File: src/rtl/req_grant_client.sv
`default_nettype none
// ============================================================================
//  Module   : req_grant_client
//  Purpose  : Requester-side companion to a fixed-priority one-hot selector.
//             Collects per-source request pulses into a pending vector that
//             feeds the selector, captures the returned one-hot grant, encodes
//             it to a binary index and offers it on a valid/ready handshake.
//             The serviced pending bit is cleared at capture time.
//  Ports    : clk         - clock, rising edge
//             rst         - asynchronous active-high reset
//             set_req     - per-source request pulses
//             req_out     - registered pending vector (selector input)
//             gnt_in      - one-hot grant from the selector
//             out_valid   - encoded grant available
//             out_idx     - binary index of granted source
//             out_ready   - downstream accepts current index
//             pending_cnt - popcount of the pending vector
//             err_gnt     - sticky grant-protocol error flag
//  Options  : REQ_GRANT_CLIENT_ERR_CHECK_EN - when defined, grants are checked
//             for legality (exactly one-hot, subset of req_out) and illegal
//             grants set the sticky err_gnt. When undefined, err_gnt is 0 and
//             any nonzero grant is captured via its lowest set bit.
//  Revision : 1.0 - initial release
// ============================================================================
module req_grant_client #(
  parameter int NUM_REQ = 4,
  parameter int IDX_W   = $clog2(NUM_REQ)
) (
  input  logic               clk,
  input  logic               rst,
  input  logic [NUM_REQ-1:0] set_req,
  output logic [NUM_REQ-1:0] req_out,
  input  logic [NUM_REQ-1:0] gnt_in,
  output logic               out_valid,
  output logic [IDX_W-1:0]   out_idx,
  input  logic               out_ready,
  output logic [IDX_W:0]     pending_cnt,
  output logic               err_gnt
);

  localparam logic [NUM_REQ-1:0] C_ONE = {{(NUM_REQ-1){1'b0}}, 1'b1};

  logic [NUM_REQ-1:0] r_pending;
  logic               r_out_valid;
  logic [IDX_W-1:0]   r_out_idx;

  logic               w_slot_free;
  logic               w_capture;
  logic [NUM_REQ-1:0] w_sel;
  logic [NUM_REQ-1:0] w_clr_mask;
  logic [NUM_REQ-1:0] w_pending_next;
  logic [IDX_W-1:0]   w_idx;
  logic [IDX_W:0]     w_cnt;

  // The slot can take a new index if empty or being emptied this cycle.
  assign w_slot_free = ~r_out_valid | out_ready;

  // Isolate the lowest set grant bit. For a legal one-hot grant this is the
  // grant itself; without the legality check it defines which bit is served.
  assign w_sel = gnt_in & (~gnt_in + C_ONE);

`ifdef REQ_GRANT_CLIENT_ERR_CHECK_EN
  logic w_onehot;
  logic w_in_req;
  logic w_legal;
  logic w_illegal;
  logic r_err_gnt;

  assign w_onehot  = (gnt_in != '0) && ((gnt_in & (gnt_in - C_ONE)) == '0);
  assign w_in_req  = (gnt_in & ~r_pending) == '0;
  assign w_legal   = w_onehot & w_in_req;
  // An all-zero grant is a gated selector, not an error.
  assign w_illegal = (gnt_in != '0) & ~w_legal;
  assign w_capture = w_slot_free & w_legal;

  always_ff @(posedge clk or posedge rst) begin
    if (rst) begin
      r_err_gnt <= 1'b0;
    end else if (w_illegal) begin
      r_err_gnt <= 1'b1;
    end
  end

  assign err_gnt = r_err_gnt;
`else
  assign w_capture = w_slot_free & (gnt_in != '0);
  assign err_gnt   = 1'b0;
`endif

  assign w_clr_mask = w_capture ? w_sel : '0;

  // Set is applied after clear so a re-request during service re-arms.
  assign w_pending_next = (r_pending & ~w_clr_mask) | set_req;

  // w_sel has at most one bit set, so OR-ing indices is a plain encoder.
  always_comb begin
    w_idx = '0;
    for (int i = 0; i < NUM_REQ; i++) begin
      if (w_sel[i]) begin
        w_idx = w_idx | IDX_W'(i);
      end
    end
  end

  always_comb begin
    w_cnt = '0;
    for (int i = 0; i < NUM_REQ; i++) begin
      w_cnt = w_cnt + {{IDX_W{1'b0}}, r_pending[i]};
    end
  end

  always_ff @(posedge clk or posedge rst) begin
    if (rst) begin
      r_pending   <= '0;
      r_out_valid <= 1'b0;
      r_out_idx   <= '0;
    end else begin
      r_pending <= w_pending_next;
      if (w_capture) begin
        r_out_valid <= 1'b1;
        r_out_idx   <= w_idx;
      end else if (out_ready) begin
        // Drain; the index keeps its last value.
        r_out_valid <= 1'b0;
      end
    end
  end

  assign req_out     = r_pending;
  assign out_valid   = r_out_valid;
  assign out_idx     = r_out_idx;
  assign pending_cnt = w_cnt;

endmodule
`default_nettype wire

File: config.mk
export PLATFORM = sky130hd
export DESIGN_NAME = req_grant_client
export DESIGN_NICKNAME = d
export VERILOG_FILES = /design/src/rtl/req_grant_client.sv
export SDC_FILE = /design/constraint.sdc
export NUM_CORES = 1
export LEC_CHECK = 0
export CORE_AREA = 2 2 39 41
export DETAILED_ROUTE_END_ITERATION = 8
export DIE_AREA = 0 0 41 43
export DONT_BUFFER_PORTS = 1
export GPL_ROUTABILITY_DRIVEN = 0
export PLACE_DENSITY = 0.45
export SYNTH_ARGS = -nofsm -noshare
export SYNTH_HDL_FRONTEND = slang
export SYNTH_SLANG_ARGS = --single-unit
File: constraint.sdc
create_clock -name clk -period 1.52 [get_ports clk]
set_input_delay 0.152 -clock clk [delete_from_list [all_inputs] [get_ports clk]]
set_output_delay 0.152 -clock clk [all_outputs]
set_load 0.01 [all_outputs]
Word-level counts from Yosys, hierarchy flattened

Cells that the tools add are included.

Output and inout port bits: 11
Bits in registers: 7
Logic and storage cells: 23

Mux-type cells: 6
Reduce and logical (&&, ||, !) cells: 2
Add/sub/neg operators: 4
Bitwise logic cells: 8

Operators with widths:

| operator            | number |
|---|---|
| $and 4x4->4         | 2 |
| $not 4->4           | 2 |
| $add 4x1->4 const B | 1 |
| $mux 2              | 2 |
| $mux 4              | 1 |
| $or 4x4->4          | 1 |
| $reduce_bool 4->1   | 1 |
| $add 2x1->3         | 1 |
| $add 3x1->3         | 1 |
| $mux 1              | 3 |
| $add 1x1->2         | 1 |
| $reduce_bool 2->1   | 1 |
| $and 1x1->1         | 1 |
| $not 1->1           | 1 |
| $or 1x1->1          | 1 |

Depth between registers and ports, before layout

Gate-level depths: netlist of the first run.

Depth after elaboration: 7
Depth in mapped cells: 5
Gate-level depth less buffers: 5

Worst setup path after synthesis of the first run

Ideal clock, no wire load.

Kind: register to output
From: register r_pending[0] (netlist: req_out[0])
To: output port pending_cnt[1]
Data arrival time: 1.490 ns
Cell stages (with the launch flop): 6
Slack: -0.122 ns
Cell sequence: dfrtp_1 > inv_1 > fa_1 > inv_1 > ha_1 > ha_1

Word-level cells in the longest chain between the ends: 3

Ends and longest elaborated chain:

| element                  | line | text |
|---|---|---|
| start: declaration       | 43   | `logic [NUM_REQ-1:0] r_pending;` |
| start signal: assignment | 118  | `r_pending <= w_pending_next;` |
| $add 1x1->2              | 108  | `w_cnt = w_cnt + {{IDX_W{1'b0}}, r_pending[i]};` |
| $add 2x1->3              | 108  |  |
| $add 3x1->3              | 108  |  |
| end: declaration         | 37   | `output logic [IDX_W:0] pending_cnt,` |

Every way passes these cells.

Worst setup path in the final report of the first run

Same ends and word-level chain as after synthesis.

==> flow_metrics.tcl, run 1 <==
set metrics [dict create \
    status "complete, but fails checks" \
    violations_in_the_final_reports "negative setup slack" \
    crit_arrival_ps 1660 \
    cts_max_level 1 \
    fin_cells 65 \
    dpl-instance-area_um2 439 \
    postLayoutCellArea_um2 505 \
    area_delta_synth_final_pct 29.9 \
    syn-cell-area_um2 389 \
    cp.buffers_inverters 2 \
    worst_setup_path_start_kind "register" \
    first_pass_grt_wire_length_um 1220 \
    drtPass1Iterations 2 \
    timing.fmax_ghz 0.553 \
    tns_ps -591 \
    route.antenna.remaining_nets 0 \
    power.leakage_nw 0.233 \
    critical_path_data_required_time_ps 1370 \
    core_area_mm2 0.00138 \
    slowest_delay_ps 550 \
    crit_path_cell_trace "inv_2 -> fa_1 -> inv_2 -> ha_4 -> ha_4" \
    finish.utilization_pct 36.5 \
    final.period_utilization_pct 119 \
    first_global_vias 313 \
    clk-insertion-delay-late_ps 240 \
    dr_total_vias 282 \
    worst-setup-path-type "reg -> out" \
    slowest_stage "fa_1" \
    synthesis.instances 40 \
    synth-warning-count 0 \
    start_util_pct 28.1 \
    grt.overflow.total 0 \
    fillerInstances 145 \
    diodes 0 \
    rows 14 \
    seq_area_frac_synth_pct 45.0 \
    clock-root-buffer "clkbuf_4" \
    placed_cells_incl_taps 58 \
    routedWlPerCell_um 11.7 \
    cts.clk_slew.worst_paths_ps 50 \
    endpoint_kind "output port" \
    post_layout_worst_setup_margin_ps -287 \
    clk_sinks 7 \
    total_wirelength_of_the_detailed_routed_design_um 758 \
    yosysUniqueCellTypes 18 \
    slew_violations 0 \
    dp_hpwl_um 652 \
    groute.usage.overall_pct 10.6 \
    post_cts.repair.setup_buffers 0 \
    crit_fanout 2 \
    setup_viol 3 \
    portBuffers 0 \
    post_route_cells_drive_above_1_share_pct 30.6 \
    worst_clock_skew_ps 0.322 \
    grt_max_degree 8 \
    die_height_um 43 \
    tritoncts "yes" \
    critical_path.top_delay_family "adder cells" \
    hp-start "gnt_in[1]" \
    max_cap_violations 0 \
    io-pin-count 22 \
    ir_drop_mv 0.347 \
    rsz0062_at_grt "true" \
    route.detailed.vias_per_inst 4.34 \
    cp_launch_point "req_out[0]$_DFF_PP0_" \
    min_period_ps 1810 \
    cts_made_buffers 3 \
    count_of_nets_after_finishing 64 \
    timing.hold.worst.class "in -> reg" \
    synth.net_count 54 \
    detail_route.iter0.violations 6 \
    clock_path_buffers 2 \
    r2r-start "out_valid$_DFFE_PP0P_" \
    fp.dieArea_mm2 0.00176 \
    antenna_found_initial 0 \
    synth_seq_cells 7 \
    final-hold-violation-count 0 \
    power.density_mw_per_mm2 938 \
    power.total_uw 474 \
    die_x_um 41 \
    remaining_design_rule_violation_count 0 \
    synth.avg_cell_area_um2 9.73 \
]
metal layers:
layer  GRT usage (%)  wire [um]
met5               0          0
met4            8.00          0
met3            4.71         88
met2            15.9        391
met1            11.0        278
synth_stat cells:
| library cell | count | share of area (%) |
|---|---|---|
| nor2b_4 | 1 | 3.5 |
| o31ai_2 | 1 | 3.2 |
| a21o_1 | 1 | 1.9 |
| nor3_2 | 1 | 2.6 |
| conb_1 | 1 | 0.96 |
| nand2b_1 | 2 | 3.2 |
| inv_2 | 1 | 0.96 |
| nor3b_1 | 1 | 1.9 |
| dfrtp_1 | 7 | 45 |
| nor2_1 | 7 | 6.8 |
| o22a_1 | 2 | 4.5 |
| ha_1 | 2 | 6.4 |
| buf_4 | 1 | 1.9 |
| a21oi_1 | 2 | 2.6 |
| nand2_1 | 1 | 0.96 |
| inv_1 | 7 | 6.8 |
| a31oi_1 | 1 | 1.6 |
| fa_1 | 1 | 5.1 |
through the flow:
stage,hold slack (ps),setup WS (ps)
6_report,20.0,-287
2_1_floorplan,-44.6,-88.4
3_3_place_gp,-13.1,-13.5
5_1_grt,8.80,-334
3_5_place_dp,-9.11,-42.9
4_1_cts,8.46,-309
layout make-up:
type                            count  area, um^2  share of cell area (%)
Clock buffer                        4        26.3                    5.20
Inverter                            8        30.0                    5.94
Multi-Input combinational cell     24         201                    39.9
Sequential cell                     7         175                    34.7
Tap cell                           16        20.0                    3.96
Timing Repair Buffer                6        52.6                    10.4
cells by family (layout without fill, tap and decap cells):
| kind of cell | count (synthesis) | count (layout) | share of synthesized area, % |
|---|---|---|---|
| other cells | 1 | 1 | 0.964 |
| compound gates | 7 | 7 | 13.8 |
| simple gates | 13 | 13 | 19.0 |
| fa+ha+maj | 3 | 3 | 11.6 |
| flops | 7 | 7 | 45.0 |
| buf+inv | 9 | 18 | 9.65 |
state kept, by name, indices dropped and copies added (netlist names):
register and cells:
out_valid 1, out_idx 2, req_out 4
path summary, 6_finish.rpt:
path	end	slack, ps	depth (start not counted)
setup / recovery	pending_cnt[1]	-290	5
hold reg to reg	out_idx[1]$_DFFE_PP0N_	560	1
setup reg to reg	req_out[0]$_DFF_PP0_	520	3
min in group asynchronous	req_out[0]$_DFF_PP0_	280	2
max in group asynchronous	req_out[3]$_DFF_PP0_	1030	2
hold / removal	out_valid$_DFFE_PP0P_	20	2
placed cells by master (no fill, tap or decap):
master / instances
ha_4: 2
dlygate4sd3_1: 3
nand2_1: 1
inv_2: 4
nor3_2: 1
inv_1: 4
dfrtp_1: 7
nor2b_4: 1
buf_4: 3
o22a_1: 2
fa_1: 1
conb_1: 1
nor2_1: 7
o31ai_2: 1
nor3b_1: 1
nand2b_1: 2
clkbuf_1: 1
a31oi_1: 1
a21o_1: 1
clkbuf_4: 3
a21oi_1: 2
power breakdown:
| part | switching, mW | internal [mW] | leakage (nW) |
|---|---|---|---|
| combinational | 0.0467 | 0.0540 | 0.147 |
| clock | 0.0635 | 0.0998 | 0.0150 |
| sequential | 0.0116 | 0.198 | 0.0708 |
| total | 0.122 | 0.352 | 0.233 |
what timing repair did:
action / 4_1_cts / 5_1_grt
endpoints found under the hold margin: 9 / 0
setup endpoints to repair: 3 / 3
hold buffers: 3 / 0
pin swaps: 2 / 0
resized for setup: 4 / 0
No activity file was read; power rests on OpenSTA's default activity.
==> inputs of run 2 (changes only) <==
GPL_TIMING_DRIVEN = 0   (was not set)
==> run 2 against run 1 <==
The flow still finishes with violations (negative setup slack). Total power down 0.22%. Register-to-register slack about the same. Utilization is 0.090 points lower. Highest routed layer unchanged. Flip-flop and latch count did not move. First-iteration DRC count shrank 83%.
==> flow_metrics.tcl, run 2 (same netlist as run 1, synthesis figures left out) <==
set metrics [dict create \
    status "complete, but fails checks" \
    violations_in_the_final_reports "negative setup slack" \
    slowest_delay_ps 550 \
    remaining_design_rule_violation_count 0 \
    reg2reg_slack_ps 520 \
    most-common-layout-cells "7 x nor2_1, 5 x inv_2, 4 x dlygate4sd3_1, 4 x dfrtp_1" \
    worst_setup_path_start_kind "register" \
    cts_max_level 1 \
    max_cap_violations 0 \
    post_route_cells_drive_above_1_share_pct 35.4 \
    routedWlPerCell_um 11.6 \
    die_x_um 41 \
    crit_path_cell_trace "inv_2 -> fa_1 -> inv_2 -> ha_4 -> ha_4" \
    detail_route.iter0.violations 1 \
    min_period_ps 1860 \
    core_area_mm2 0.00138 \
    tritoncts "yes" \
    timing.hold.worst.class "in -> reg" \
    first_pass_grt_wire_length_um 1240 \
    dp_hpwl_um 642 \
    ir_drop_mv 0.275 \
    final-hold-violation-count 0 \
    slew_violations 0 \
    tns_ps -759 \
    critical_path_data_required_time_ps 1370 \
    route.antenna.remaining_nets 0 \
    hold_ws_ps 26.2 \
    grt_max_degree 8 \
    die_height_um 43 \
    power.density_mw_per_mm2 938 \
    cts_made_buffers 3 \
    timing.fmax_ghz 0.538 \
    crit_arrival_ps 1710 \
    portBuffers 0 \
    io-pin-count 22 \
    setup_viol 3 \
    drtPass1Iterations 4 \
    rows 14 \
    place_worst_setup_slack_ps -163 \
    multi_input_comb_area_um2 201 \
    post_layout_worst_setup_margin_ps -340 \
    endpoint_kind "output port" \
    layout.area.seq_um2 179 \
    cp.buffers_inverters 2 \
    finish.utilization_pct 36.4 \
    largest_register_ff_count 4 \
    first_global_vias 299 \
    dr_total_vias 282 \
    diodes 0 \
    worst_clock_skew_ps 2.56 \
    final.period_utilization_pct 122 \
    fillerInstances 153 \
    antenna_found_initial 0 \
    clk_sinks 7 \
    route.detailed.vias_per_inst 4.41 \
    slowest_stage "fa_1" \
    crit_fanout 3 \
    rsz0062_at_grt "true" \
    clock_path_buffers 2 \
    grt.overflow.total 0 \
    count_of_nets_after_finishing 63 \
    area_delta_synth_final_pct 29.6 \
    layout.cells.most_common "nor2_1" \
    worst-setup-path-type "reg -> out" \
    fp.dieArea_mm2 0.00176 \
    cts.clk_slew.worst_paths_ps 50 \
    power.leakage_nw 0.226 \
    clock-root-buffer "clkbuf_4" \
    critical_path.top_delay_family "adder cells" \
    total_wirelength_of_the_detailed_routed_design_um 743 \
    groute.usage.overall_pct 10.8 \
    start_util_pct 28.1 \
    clk-insertion-delay-late_ps 240 \
]
[run 2: cell types whose count changed in the layout (fill, tap and decap cells not counted), sizes merged]
cell	previous run	this run
dlygate4sd3	3	4
buf	3	1
[run 2: area by class of cell]
cell class,instances,share of cell area [%]
Multi-Input combinational cell,24,40.0
Tap cell,16,3.97
Timing Repair Buffer,4,7.94
Clock buffer,4,5.21
Inverter,8,5.96
Sequential cell,7,35.5
Buffer,1,1.49
[run 2: final timing paths]
kind,start,endpoint,cells past startpoint
hold reg to reg,req_out[0]$_DFF_PP0_,req_out[0]$_DFF_PP0_,1
max in group asynchronous,rst,req_out[3]$_DFF_PP0_,2
min in group asynchronous,rst,out_idx[0]$_DFFE_PP0N_,2
setup / recovery,req_out[0]$_DFF_PP0_,pending_cnt[1],5
hold / removal,gnt_in[1],out_valid$_DFFE_PP0P_,2
setup reg to reg,out_valid$_DFFE_PP0P_,req_out[0]$_DFF_PP0_,3
[run 2: power by group]
group	internal, mW	switching [mW]
clock network	0.0998	0.0631
registers	0.199	0.0166
logic	0.0525	0.0420
[run 2: stage by stage]
stage	std cells	instance area, um^2	total power [mW]
after floorplan	40	404	0.284
after global placement	56	424	0.295
after detailed placement	56	424	0.297
after CTS	63	492	0.481
after global routing	64	504	0.506
final	64	504	0.473
[run 2: routing by layer]
| metal | wire length [um] | GRT usage, % | vias up |
|---|---|---|---|
| met4 | 0 | 6.00 | 0 |
| met1 | 235 | 10.8 | 130 |
| li1 | - | - | 141 |
| met2 | 398 | 16.3 | 11 |
| met3 | 109 | 6.81 | 0 |
| met5 | 0 | 0 | - |
[run 2: timing repair]
action | CTS | global route
gates resized for setup | 5 | 3
hold buffers | 3 | 1
endpoints found under the setup margin | 3 | 3
pin swaps | 2 | 2
endpoints found under the hold margin | 9 | 1
setup buffers | 0 | 0
==> inputs of run 3 (changes only) <==
CELL_PAD_IN_SITES_DETAIL_PLACEMENT = 0   (was not set)
CELL_PAD_IN_SITES_GLOBAL_PLACEMENT = 1   (was not set)
PLACE_DENSITY = 0.58   (was 0.45)
==> run 3 against run 2 <==
The run still ends with negative setup slack left. Clock power rose by 6%. Sequential share of layout area rose by 0.72 points. Via count rose by 2.8%. Worst setup slack got worse by 5.9 ps. Global-route usage rose by 0.87 points. Critical path depth did not move. Clock skew fell by 1.2 ps. Sequential power barely moved. Combinational power fell by 1%. Highest routed layer is now met4.
==> flow_metrics.tcl, run 3 (same netlist as run 1, synthesis figures left out) <==
set metrics [dict create \
    portBuffers 0 \
    routedWlPerCell_um 13.5 \
    power.share.combinational_pct 19.4 \
    route.antenna.remaining_nets 0 \
    clk_sinks 7 \
    rows 14 \
    r2r.worst_path.cells 3 \
    die_height_um 43 \
    worst_clock_skew_ps 1.31 \
    grtUsageMet1_pct 11.6 \
    total_wirelength_of_the_detailed_routed_design_um 851 \
    worst-setup-path-type "reg -> out" \
    post_route_cells_drive_above_1_share_pct 36.2 \
    count_of_nets_after_finishing 62 \
    power.density_mw_per_mm2 972 \
    endpoint_kind "output port" \
    crit_fanout 3 \
    grt-busiest-layer "met2" \
    layout.cells.most_common "nor2_1" \
    first_global_vias 295 \
    setup_viol 3 \
    most-common-layout-cells "7 x nor2_1, 5 x inv_2, 4 x dfrtp_1" \
    critical_path_data_required_time_ps 1370 \
    grt_max_degree 8 \
    holdPathStages 1 \
    io-pin-count 22 \
    clock-root-buffer "clkbuf_4" \
    cts_max_level 1 \
    fillerInstances 144 \
    finish.utilization_pct 35.7 \
    largest_register_ff_count 4 \
    dr_total_vias 290 \
    p_sw_share_pct 27.1 \
    clock_power_share_pct 35.7 \
    tritoncts "yes" \
    antenna_found_initial 0 \
    route.detailed.vias_per_inst 4.60 \
    crit_arrival_ps 1710 \
    area_delta_synth_final_pct 27.0 \
    rsz0062_at_grt "true" \
    die_x_um 41 \
    post_cts.repair.setup_buffers 0 \
    clock_path_buffers 2 \
    final.period_utilization_pct 123 \
    grt.overflow.total 0 \
    dpl-instance-area_um2 424 \
    postLayoutCellArea_um2 494 \
    cts.clk_slew.worst_paths_ps 50 \
    status "complete, but fails checks" \
    ir_drop_mv 0.395 \
    final-hold-violation-count 0 \
    drtPass1Iterations 4 \
    slowest_stage "fa_1" \
    internal_power_uw 350 \
    max_cap_violations 0 \
    fp.dieArea_mm2 0.00176 \
    worst_setup_path_start_kind "register" \
    post_layout_worst_setup_margin_ps -345 \
    remaining_design_rule_violation_count 0 \
    groute.usage.overall_pct 11.7 \
    detail_route.iter0.violations 2 \
    diodes 0 \
    p_seq_share_pct 44.9 \
    start_util_pct 28.1 \
    clk-insertion-delay-late_ps 250 \
    first_pass_grt_wire_length_um 1300 \
    cts_made_buffers 3 \
    slowest_delay_ps 540 \
    timing.hold.worst.class "in -> reg" \
    slew_violations 0 \
    gr-usage-met3_pct 6.28 \
    core_area_mm2 0.00138 \
    fraction_of_met2_tracks_used_by_global_routing_pct 16.6 \
    power_switching_uw 130 \
    timing.fmax_ghz 0.536 \
    violations_in_the_final_reports "negative setup slack" \
    power.leakage_nw 0.222 \
    crit_path_cell_trace "inv_2 -> fa_1 -> inv_2 -> ha_4 -> ha_4" \
    min_period_ps 1870 \
]
==> run 3: layout make-up <==
class                           instances  area (um^2)  area share [%]
Multi-Input combinational cell         24          201            40.8
Sequential cell                         7          179            36.2
Timing Repair Buffer                    3         30.0            6.08
Inverter                                8         30.0            6.08
Clock buffer                            4         26.3            5.32
Tap cell                               16         20.0            4.05
Buffer                                  1         7.51            1.52
==> run 3: per-stage QoR <==
stage | setup slack, ps | hold WS, ps | cells | setup TNS [ps] | total power, mW
global placement | -151 | -15.9 | 56 | -240 | 0.295
global route | -399 | 9.62 | 63 | -931 | 0.507
detailed placement | -153 | -9.23 | 56 | -231 | 0.300
floorplan | -88.4 | -44.6 | 40 | -88.4 | 0.284
CTS | -402 | 0.229 | 63 | -931 | 0.490
finish | -345 | 3.91 | 63 | -775 | 0.480
==> run 3: power groups by stage <==
| stage | sequential [mW] | combinational, mW | clock (mW) |
|---|---|---|---|
| final | 0.215 | 0.0933 | 0.172 |
| after global routing | 0.217 | 0.106 | 0.183 |
| after CTS | 0.215 | 0.0967 | 0.178 |
| after floorplan | 0.214 | 0.0702 | 0 |
| after detailed placement | 0.217 | 0.0827 | 0 |
| after global placement | 0.217 | 0.0780 | 0 |
==> run 3: critical path: cells and delay by family, from the launching register on <==
kind	cells	cell delay, ps
buffers and inverters	2	100
DFF	1	410
adders and majority gates	3	960
==> run 3: what timing repair did <==
action	in CTS	in global routing
hold endpoints to repair	9	0
resized for setup	5	3
setup endpoints to repair	3	3
pin swaps	2	2
gates cloned	0	0
hold buffers	3	0
==> run 3: final timing paths <==
kind,startpoint,to,slack (ps)
max reg2reg,out_valid$_DFFE_PP0P_,out_idx[1]$_DFFE_PP0N_,500
max,req_out[3]$_DFF_PP0_,pending_cnt[1],-350
min in group asynchronous,rst,out_idx[0]$_DFFE_PP0N_,270
min,set_req[1],req_out[1]$_DFF_PP0_,4
max in group asynchronous,rst,req_out[3]$_DFF_PP0_,1020
min reg2reg,req_out[0]$_DFF_PP0_,req_out[0]$_DFF_PP0_,560
==> run 3: per-layer routing <==
metal / part of all wire [%] / up-vias
met5: 0 / -
met4: 2.5 / 0
met3: 12 / 4
met2: 51 / 14
met1: 35 / 132
li1: - / 140
